## src/rtl/angle_mod_pkg.sv

```systemverilog
// Shared definitions for the angle-modulator DDS.
//   MODE_*     : runtime modulation mode encodings (3 is reserved and runs as CW)
//   LATENCY    : register stages from sample capture to FM_wave
//   dev_width  : width of the deviation scale input (PHASE_WIDTH - INPUT_WIDTH)
package angle_mod_pkg;

    typedef enum logic [1:0] {
        MODE_CW = 2'd0,
        MODE_FM = 2'd1,
        MODE_PM = 2'd2
    } mode_e;

    localparam int LATENCY = 7;

    function automatic int dev_width(input int phase_width, input int input_width);
        return phase_width - input_width;
    endfunction

endpackage

```

## src/rtl/sine_quarter_rom.sv

```systemverilog
// Quarter-wave sine ROM, synchronous read, one cycle latency.
//   clk_in : clock
//   RST_N  : asynchronous reset, active low (clears the read register)
//   addr   : quarter-wave index k, 0 .. 2^LUT_AW-1
//   dout   : round((2^(LUT_DW-1)-1) * sin(pi/2*(k+0.5)/2^LUT_AW)), registered
// The table is built at elaboration by a fixed-point Taylor series, so no
// external memory image is needed and the ROM maps to constant logic.
module sine_quarter_rom
    import angle_mod_pkg::*;
#(
    parameter int LUT_AW = 8,
    parameter int LUT_DW = 14
) (
    input  logic              clk_in,
    input  logic              RST_N,
    input  logic [LUT_AW-1:0] addr,
    output logic [LUT_DW-1:0] dout
);

    localparam int DEPTH = 1 << LUT_AW;

    // Q30 fixed point; Horner form of sin(x) up to x^13, accurate far below
    // half an output LSB over [0, pi/2].
    function automatic logic [DEPTH*LUT_DW-1:0] build_rom();
        longint one, pi_q, amp, x, x2, t, s;
        logic [63:0] v;
        logic [DEPTH*LUT_DW-1:0] img;
        img  = '0;
        one  = 64'sd1 <<< 30;
        pi_q = 64'sd3373259426;
        amp  = (64'sd1 <<< (LUT_DW - 1)) - 64'sd1;
        for (int k = 0; k < DEPTH; k++) begin
            x  = (pi_q * longint'(2 * k + 1)) / longint'(4 * DEPTH);
            x2 = (x * x) >>> 30;
            t  = one - x2 / 156;
            t  = one - ((x2 * t) >>> 30) / 110;
            t  = one - ((x2 * t) >>> 30) / 72;
            t  = one - ((x2 * t) >>> 30) / 42;
            t  = one - ((x2 * t) >>> 30) / 20;
            t  = one - ((x2 * t) >>> 30) / 6;
            s  = (x * t) >>> 30;
            v  = 64'((amp * s + (one >>> 1)) >>> 30);
            img[k*LUT_DW +: LUT_DW] = v[LUT_DW-1:0];
        end
        return img;
    endfunction

    localparam logic [DEPTH*LUT_DW-1:0] ROM_IMG = build_rom();

    always_ff @(posedge clk_in or negedge RST_N) begin
        if (!RST_N) dout <= '0;
        else        dout <= ROM_IMG[addr*LUT_DW +: LUT_DW];
    end

endmodule

```

## src/rtl/angle_modulator_dds.sv

```systemverilog
// DDS angle modulator: CW / FM / PM on a single phase accumulator.
//   clk_in, RST_N : clock, asynchronous active-low reset
//   cfg_load      : latch mode/center_fre/move_fre into shadow registers
//   mode          : 0=CW 1=FM 2=PM 3=CW
//   center_fre    : carrier tuning word
//   move_fre      : unsigned deviation scale
//   phase_off     : static phase offset (live, not shadowed)
//   wave_in       : signed baseband sample, captured when wave_valid=1
//   phase_sync    : clear the accumulator on this edge
//   FM_wave       : signed sine output
//   FM_valid      : set once the pipeline has filled after reset
// Stages: sample -> dev -> mode mux -> acc -> phase -> ROM -> sign.
module angle_modulator_dds
    import angle_mod_pkg::*;
#(
    parameter int INPUT_WIDTH  = 12,
    parameter int PHASE_WIDTH  = 32,
    parameter int OUTPUT_WIDTH = 12,
    parameter int LUT_AW       = 8,
    parameter int LUT_DW       = 14
) (
    input  logic                                clk_in,
    input  logic                                RST_N,
    input  logic                                cfg_load,
    input  logic [1:0]                          mode,
    input  logic [PHASE_WIDTH-1:0]              center_fre,
    input  logic [PHASE_WIDTH-INPUT_WIDTH-1:0]  move_fre,
    input  logic [PHASE_WIDTH-1:0]              phase_off,
    input  logic [INPUT_WIDTH-1:0]              wave_in,
    input  logic                                wave_valid,
    input  logic                                phase_sync,
    output logic [OUTPUT_WIDTH-1:0]             FM_wave,
    output logic                                FM_valid
);

    localparam int PW    = PHASE_WIDTH;
    localparam int IW    = INPUT_WIDTH;
    localparam int OW    = OUTPUT_WIDTH;
    localparam int DEV_W = dev_width(PHASE_WIDTH, INPUT_WIDTH);
    localparam logic [2:0] FILL_DONE = 3'(LATENCY);

    logic [1:0]        mode_s;
    logic [PW-1:0]     center_s;
    logic [DEV_W-1:0]  move_s;
    logic [IW-1:0]     wave_r;
    logic [PW-1:0]     dev, fword, poff, poff_d, acc, phase;
    logic [PW-1:0]     fword_n, poff_n;
    logic [PW:0]       wave_x, move_x, prod;
    logic [1:0]        quad;
    logic [LUT_AW-1:0] quad_idx, rom_addr;
    logic [LUT_DW-1:0] rom_dout;
    logic [OW-1:0]     mag;
    logic              sgn_d;
    logic [2:0]        fill_cnt;

    // Both operands extended to PW+1 bits, so the low bits of the plain
    // product are the signed x unsigned result modulo 2^(PW+1).
    assign wave_x = {{(PW + 1 - IW){wave_r[IW-1]}}, wave_r};
    assign move_x = {{(IW + 1){1'b0}}, move_s};
    assign prod   = wave_x * move_x;

    always_comb begin
        fword_n = center_s;
        poff_n  = '0;
        case (mode_s)
            MODE_FM: fword_n = center_s + dev;
            MODE_PM: poff_n  = dev;
            default: ;
        endcase
    end

    // Quadrant fold: odd quadrants read the table backwards, the upper
    // half-turn negates the magnitude one stage later.
    assign quad     = phase[PW-1 -: 2];
    assign quad_idx = phase[PW-3 -: LUT_AW];
    assign rom_addr = quad[0] ? ~quad_idx : quad_idx;

    sine_quarter_rom #(
        .LUT_AW (LUT_AW),
        .LUT_DW (LUT_DW)
    ) u_rom (
        .clk_in (clk_in),
        .RST_N  (RST_N),
        .addr   (rom_addr),
        .dout   (rom_dout)
    );

    // ROM words are below 2^(LUT_DW-1), so mag's MSB is 0 and -mag fits.
    assign mag = rom_dout[LUT_DW-1 -: OW];

    always_ff @(posedge clk_in or negedge RST_N) begin
        if (!RST_N) begin
            mode_s   <= MODE_CW;
            center_s <= '0;
            move_s   <= '0;
            wave_r   <= '0;
            dev      <= '0;
            fword    <= '0;
            poff     <= '0;
            poff_d   <= '0;
            acc      <= '0;
            phase    <= '0;
            sgn_d    <= 1'b0;
            FM_wave  <= '0;
            fill_cnt <= '0;
        end else begin
            if (cfg_load) begin
                mode_s   <= mode;
                center_s <= center_fre;
                move_s   <= move_fre;
            end
            if (wave_valid) wave_r <= wave_in;
            dev    <= prod[PW-1:0];
            fword  <= fword_n;
            poff   <= poff_n;
            // poff waits one stage so it meets the acc value built from
            // the same sample's fword.
            poff_d <= poff;
            acc    <= phase_sync ? '0 : acc + fword;
            phase  <= acc + poff_d + phase_off;
            sgn_d  <= quad[1];
            FM_wave <= sgn_d ? -mag : mag;
            if (fill_cnt != FILL_DONE) fill_cnt <= fill_cnt + 3'd1;
        end
    end

    assign FM_valid = (fill_cnt == FILL_DONE);

    logic unused_bits;
    assign unused_bits = ^{phase, rom_dout, prod};

endmodule

```

## config.mk

```make
export PLATFORM = sky130hd
export DESIGN_NAME = angle_modulator_dds
export DESIGN_NICKNAME = d
export VERILOG_FILES = /design/src/rtl/angle_mod_pkg.sv /design/src/rtl/sine_quarter_rom.sv /design/src/rtl/angle_modulator_dds.sv
export SDC_FILE = /design/constraint.sdc
export NUM_CORES = 1
export LEC_CHECK = 0
export CAP_MARGIN = 20
export CORE_UTILIZATION = 40
export DETAILED_ROUTE_END_ITERATION = 10
export SLEW_MARGIN = 30
export SYNTH_ARGS = -nofsm -noshare
export SYNTH_HDL_FRONTEND = slang
export SYNTH_SLANG_ARGS = --single-unit
```

## constraint.sdc

```tcl
create_clock -name clk_in -period 7.5 [get_ports clk_in]
set_input_delay 1.875 -clock clk_in [delete_from_list [all_inputs] [get_ports clk_in]]
set_output_delay 1.875 -clock clk_in [all_outputs]
set_load 0.005 [all_outputs]
```

* After elaboration in Yosys (flattened, before gate mapping) *
Index checks and enable logic that the tools add are counted.

cells by class
  $mul = 2
  bitwise operators = 1
  shift operators = 1
  equality and inequality tests = 4
  $add $sub $neg = 6
  muxes and demuxes = 5

operator list
  kind                         number
  $shiftx 3584x13->14 const A  1
  $add 32x32->32               4
  $mux 32                      3
  $mul 12x21->32               1
  $mux 12                      1
  $neg 12->12                  1
  $mul 8x3->11 const B         1
  $mux 8                       1
  $not 8->8                    1
  $add 3x1->3 const B          1
  $eq 3x3->1 const B           1
  $ne 3x3->1 const B           1
  $eq 2x1->1 const B           1
  $eq 2x2->1 const B           1

word-level totals
  flip-flop bits (word level) = 288
  logic and storage cells = 33
  output and inout bits = 13

* Logic depth before layout (Yosys ltp) *
  depth after elaboration = 4
  mapped depth = 22
  gate-level depth less buffers = 21

* Cells and area by module *
From an unflattened synthesis, not the netlist that was laid out.

second synthesis, totals
  cells, all modules = 2,716
  area, all modules = 24,848.8 um^2

by module, submodules not included
  module               area each (um^2)  times used  cells each  sequential area each (um^2)
  angle_modulator_dds  21,106.5          1           2,126       6,306.0
  sine_quarter_rom     3,742.3           1           590         325.3

* Worst setup path after synthesis *
OpenSTA, ideal clock, no wires.

  kind = register to register
  from = register move_s[11]
  to = register dev[31]
  arrival = 5,052 ps
  clock period less this slack = 5,185 ps
  slack = 2,315 ps
  cell stages (with the launch flop) = 21
  cell sequence = dfrtp_1 clkbuf_1 and2_1 fa_1 inv_1 fa_1 fa_1 inv_1 fa_1 inv_1 fa_1 inv_1 ha_1 o21ai_0 a21oi_1 o211ai_1 a21oi_1 o2111ai_1 a311oi_2 mux2i_1 nand4_1

on the way
  longest elaborated chain between the ends = 1

ends and longest elaborated chain
  item                    RTL line                    text
  start, declared         angle_modulator_dds.sv:44   logic [DEV_W-1:0] move_s;
  start signal, assigned  angle_modulator_dds.sv:110  move_s <= move_fre;
  $mul 12x21->32          angle_modulator_dds.sv:60   assign prod = wave_x * move_x;
  named net prod[31]      angle_modulator_dds.sv:48   logic [PW:0] wave_x, move_x, prod;
  end signal, assigned    angle_modulator_dds.sv:113  dev <= prod[PW-1:0];
  end, declared           angle_modulator_dds.sv:46   logic [PW-1:0] dev, fword, poff, poff_d, acc, phase;

The timed path passes the listed nets, and every way through them passes these cells.
A chain may end at the register's enable or synchronous reset.

* Final worst setup path *
  from = register wave_r[11]
  to = register dev[31]

on the way
  longest elaborated chain between the ends = 1

ends and longest elaborated chain
  item                    RTL line                    text
  start, declared         angle_modulator_dds.sv:45   logic [IW-1:0] wave_r;
  start signal, assigned  angle_modulator_dds.sv:112  if (wave_valid) wave_r <= wave_in;
  $mul 12x21->32          angle_modulator_dds.sv:60
  named net prod[31]      angle_modulator_dds.sv:48

The timed path passes the listed nets, and every way through them passes these cells.

==> run_results.csv <==
group,metric,value,unit
die,dieArea,64100,um^2
sta,fmax,166,MHz
detailed_routing,totalWireLength,78300,um
sta,min_period,6.03,ns
sta,worst_pin_slew,1.10,ns
detailed_routing,vias,20900,
worst_setup_path,critPathRequiredTime,7.91,ns
synth,ys_top_cells_by_area,"dfrtp_1 (26%), fa_1 (17%), ha_1 (9.7%)",
sta,fin_skew,0.0200,ns
synth,synth-seq-cells,263,
placement,port-buffer-count,115,
die,row_count,91,
min_path,hold-path-cell-count,0,
min_path,hp-class,"flop to flop",
outcome,outcome,"finished, final reports clean",
sta,fin_crit_sh,80.4,%
synth,synth.top_cell.area_share,26.1,%
worst_setup_path,critPathArrivalTime,6.44,ns
run,cap_violations,0,
worst_setup_path,crit_top_cell,"fa_1",
synth,synthesis.nets,3336,
die,die_h,253,um
synth,synthDistinctLibCells,96,
cts,cts_setup_buffers,0,
synth,synth_edf_count,0,
grt,track_usage,24.8,%
cells_and_area,n_fill_cell,6060,
synth,yosysSeqAreaShare,26.1,%
sta,finalSetupViolations,0,
sta,finalHoldViolCount,0,
sta,report.final.slew_viol_count,0,
synth,synth_area,25300,um^2
worst_setup_path,cpMaxStageDelayCell,"clkinv_1",
cts,clock_sinks,263,
worst_setup_path,crit_fanout,17,
sta,relSlewSlack,26.2,%
worst_setup_path,timing.critical_path.cells,"clkinv_1 -> nor2_1 -> fa_1 -> fa_1 -> fa_1 -> fa_1 -> inv_1 -> fa_1 -> inv_1 -> ha_1 -> o21ai_0 -> a21oi_1 -> o211ai_1 -> a21oi_1 -> o2111ai_1 -> a311oi_2 -> mux2i_1 -> nand4_1",
placement,hpwl,59500,um
synth,ys.flop_type,"dfrtp_1",
synth,avgSynthCellArea,8.94,um^2
detailed_routing,ant_nets,0,
cts,ctsHoldBuffers,0,
cts,cts_resized,0,
placement,place.gp.congestion,0.989,
grt,grt_pass1_vias,20700,
worst_setup_path,slowest_delay,0.59,ns
die,core_area,62100,um^2
cells_and_area,drive_gt1_share,6.99,%
cts,cts.htree.levels,2,
worst_setup_path,crit_path_end_kind,"flop",
detailed_routing,drtPass1Iterations,6,
grt,grt_pass1_wl,123000,um
detailed_routing,drcViolationCount,0,
die,start_util,40.7,%
grt,overflow,0,
detailed_routing,wl_per_cell,21.2,um
cells_and_area,multi_input_area,16900,um^2
sta,fin_tns_setup,0,ns
cts,cts_tree,"built",
detailed_routing,first_iter_violations,2381,
synth,synth_warnings,0,
detailed_routing,viasPerCell,5.65,
cts,cts_root_buf,"clkbuf_16",
sta,grt_setup_unrepaired,"no",
cts,cts_buffer_depth,3,
cells_and_area,area_growth,11.2,%
cts,numCtsBuffers,34,
cts,clock_latency,0.56,ns
die,die_x,253,um
synth,postSynthCellCount,2824,
worst_setup_path,crit_type,"flop to flop",
grt,antenna_found_initial,6,
die,ios,116,
grt,grt_max_degree,129,
cells_and_area,seq_area,6590,um^2
synth,synth_area_leader_cell,"dfrtp_1",
worst_setup_path,critPathLaunchType,"flop",
cells_and_area,final_nets,3349,
synth,postSynth.asyncResetShare,100,%
worst_setup_path,reg2reg_depth,18,
cts,clk_pin_slew_worst_paths,0.06,ns
Yosys cell counts (22+ instances only):
| cell type | n |
|---|---|
| o21ai_1 | 22 |
| nor2b_1 | 25 |
| nand2_1 | 349 |
| mux2_2 | 67 |
| a31oi_1 | 27 |
| fa_1 | 213 |
| xor2_1 | 41 |
| a21oi_1 | 191 |
| o211ai_1 | 23 |
| a21o_1 | 63 |
| nor2_1 | 163 |
| nor3_1 | 28 |
| dfrtp_1 | 263 |
| inv_1 | 274 |
| clkbuf_1 | 99 |
| ha_1 | 196 |
| buf_2 | 41 |
| nand3_1 | 47 |
| nand2b_1 | 34 |
| xnor2_1 | 69 |
| o21ai_0 | 185 |
| and2_1 | 110 |
cell type report:
cell class                      instances  area share, %
Antenna cell                            3         0.0267
Sequential cell                       263           23.5
Inverter                              278           3.72
Clock inverter                         16          0.735
Clock buffer                           44           3.38
Timing Repair Buffer                  142           4.88
Tap cell                              837           3.73
Multi-Input combinational cell       2118           60.1
placed cells by master (no fill, tap or decap), types with 35 or more instances in the layout:
cell	instances
a21o_1	63
a21oi_1	191
and2_1	110
clkbuf_16	35
clkdlybuf4s50_1	113
dfrtp_1	259
fa_1	213
ha_1	196
inv_1	274
mux2_2	67
nand2_1	349
nand3_1	47
nor2_1	163
o21ai_0	184
xnor2_1	69
xor2_1	41
per-layer routing:
metal | share of wire, % | GRT usage (%) | wire [um]
met3 | 8.4 | 3.92 | 6620
met4 | 2.1 | 5.78 | 1670
met5 | 0 | 0 | 0
met2 | 42 | 37.0 | 33000
met1 | 47 | 37.4 | 37000
through the flow:
| step | std cells | hold WS [ns] | area (um^2) | setup slack [ns] | util, % |
|---|---|---|---|---|---|
| floorplan | 2824 | 0.331 | 25300 | 2.31 | - |
| global placement | 3638 | 0.334 | 26900 | 1.68 | 43.4 |
| detailed placement | 3638 | 0.335 | 26900 | 1.50 | 43.4 |
| CTS | 3698 | 0.344 | 28100 | 1.47 | 45.2 |
| global route | 3699 | 0.350 | 28100 | 1.05 | 45.2 |
| finish | 3701 | 0.340 | 28100 | 1.47 | 45.2 |
critical path, delay by kind of cell, from the launching register on:
family | cells | cell delay [ns]
AO/OA/AOI/OAI | 6 | 1.33
flip-flops | 1 | 0.50
buffers and inverters | 3 | 0.69
multiplexers | 1 | 0.22
adder cells (fa/ha/maj) | 6 | 2.74
AND/OR/NAND/NOR | 2 | 0.40
state kept, by name (all words and copies together) (netlist names):
name and count:
u_rom.dout 11, dev 32, FM_wave 12, phase 10, center_s 32, mode_s 2
wave_r 12, move_s 20, sgn_d 1, fword 32, fill_cnt 3, acc 32
poff_d 32, poff 32
kinds of logic (layout without fill, tap and decap cells):
kind of cell	count (synthesis)	in the layout	synth area share, %
simple gates	826	826	15.2
compound gates	692	692	17.5
buf+inv	443	480	7.19
fa+ha+maj	410	410	26.6
flops	263	263	26.1
xor+xnor	111	111	3.88
mux	79	79	3.61
other cells	0	3	0
worst paths after layout:
| check | startpoint | slack [ns] | endpoint |
|---|---|---|---|
| hold reg to reg | poff[11]$_DFF_PN0_ | 0.34 | poff_d[11]$_DFF_PN0_ |
| setup / recovery | wave_r[11]$_DFFE_PN0P_ | 1.47 | dev[31]$_DFF_PN0_ |
| max in group asynchronous | RST_N | 5.13 | phase[26]$_DFF_PN0_ |
| min in group asynchronous | RST_N | 1.26 | acc[9]$_DFF_PN0_ |
| hold / removal | poff[11]$_DFF_PN0_ | 0.34 | poff_d[11]$_DFF_PN0_ |
| setup reg to reg | wave_r[11]$_DFFE_PN0P_ | 1.47 | dev[31]$_DFF_PN0_ |
Power is not shown: default switching activity piles up to over one toggle a cycle in this logic, so the estimate is an artifact.
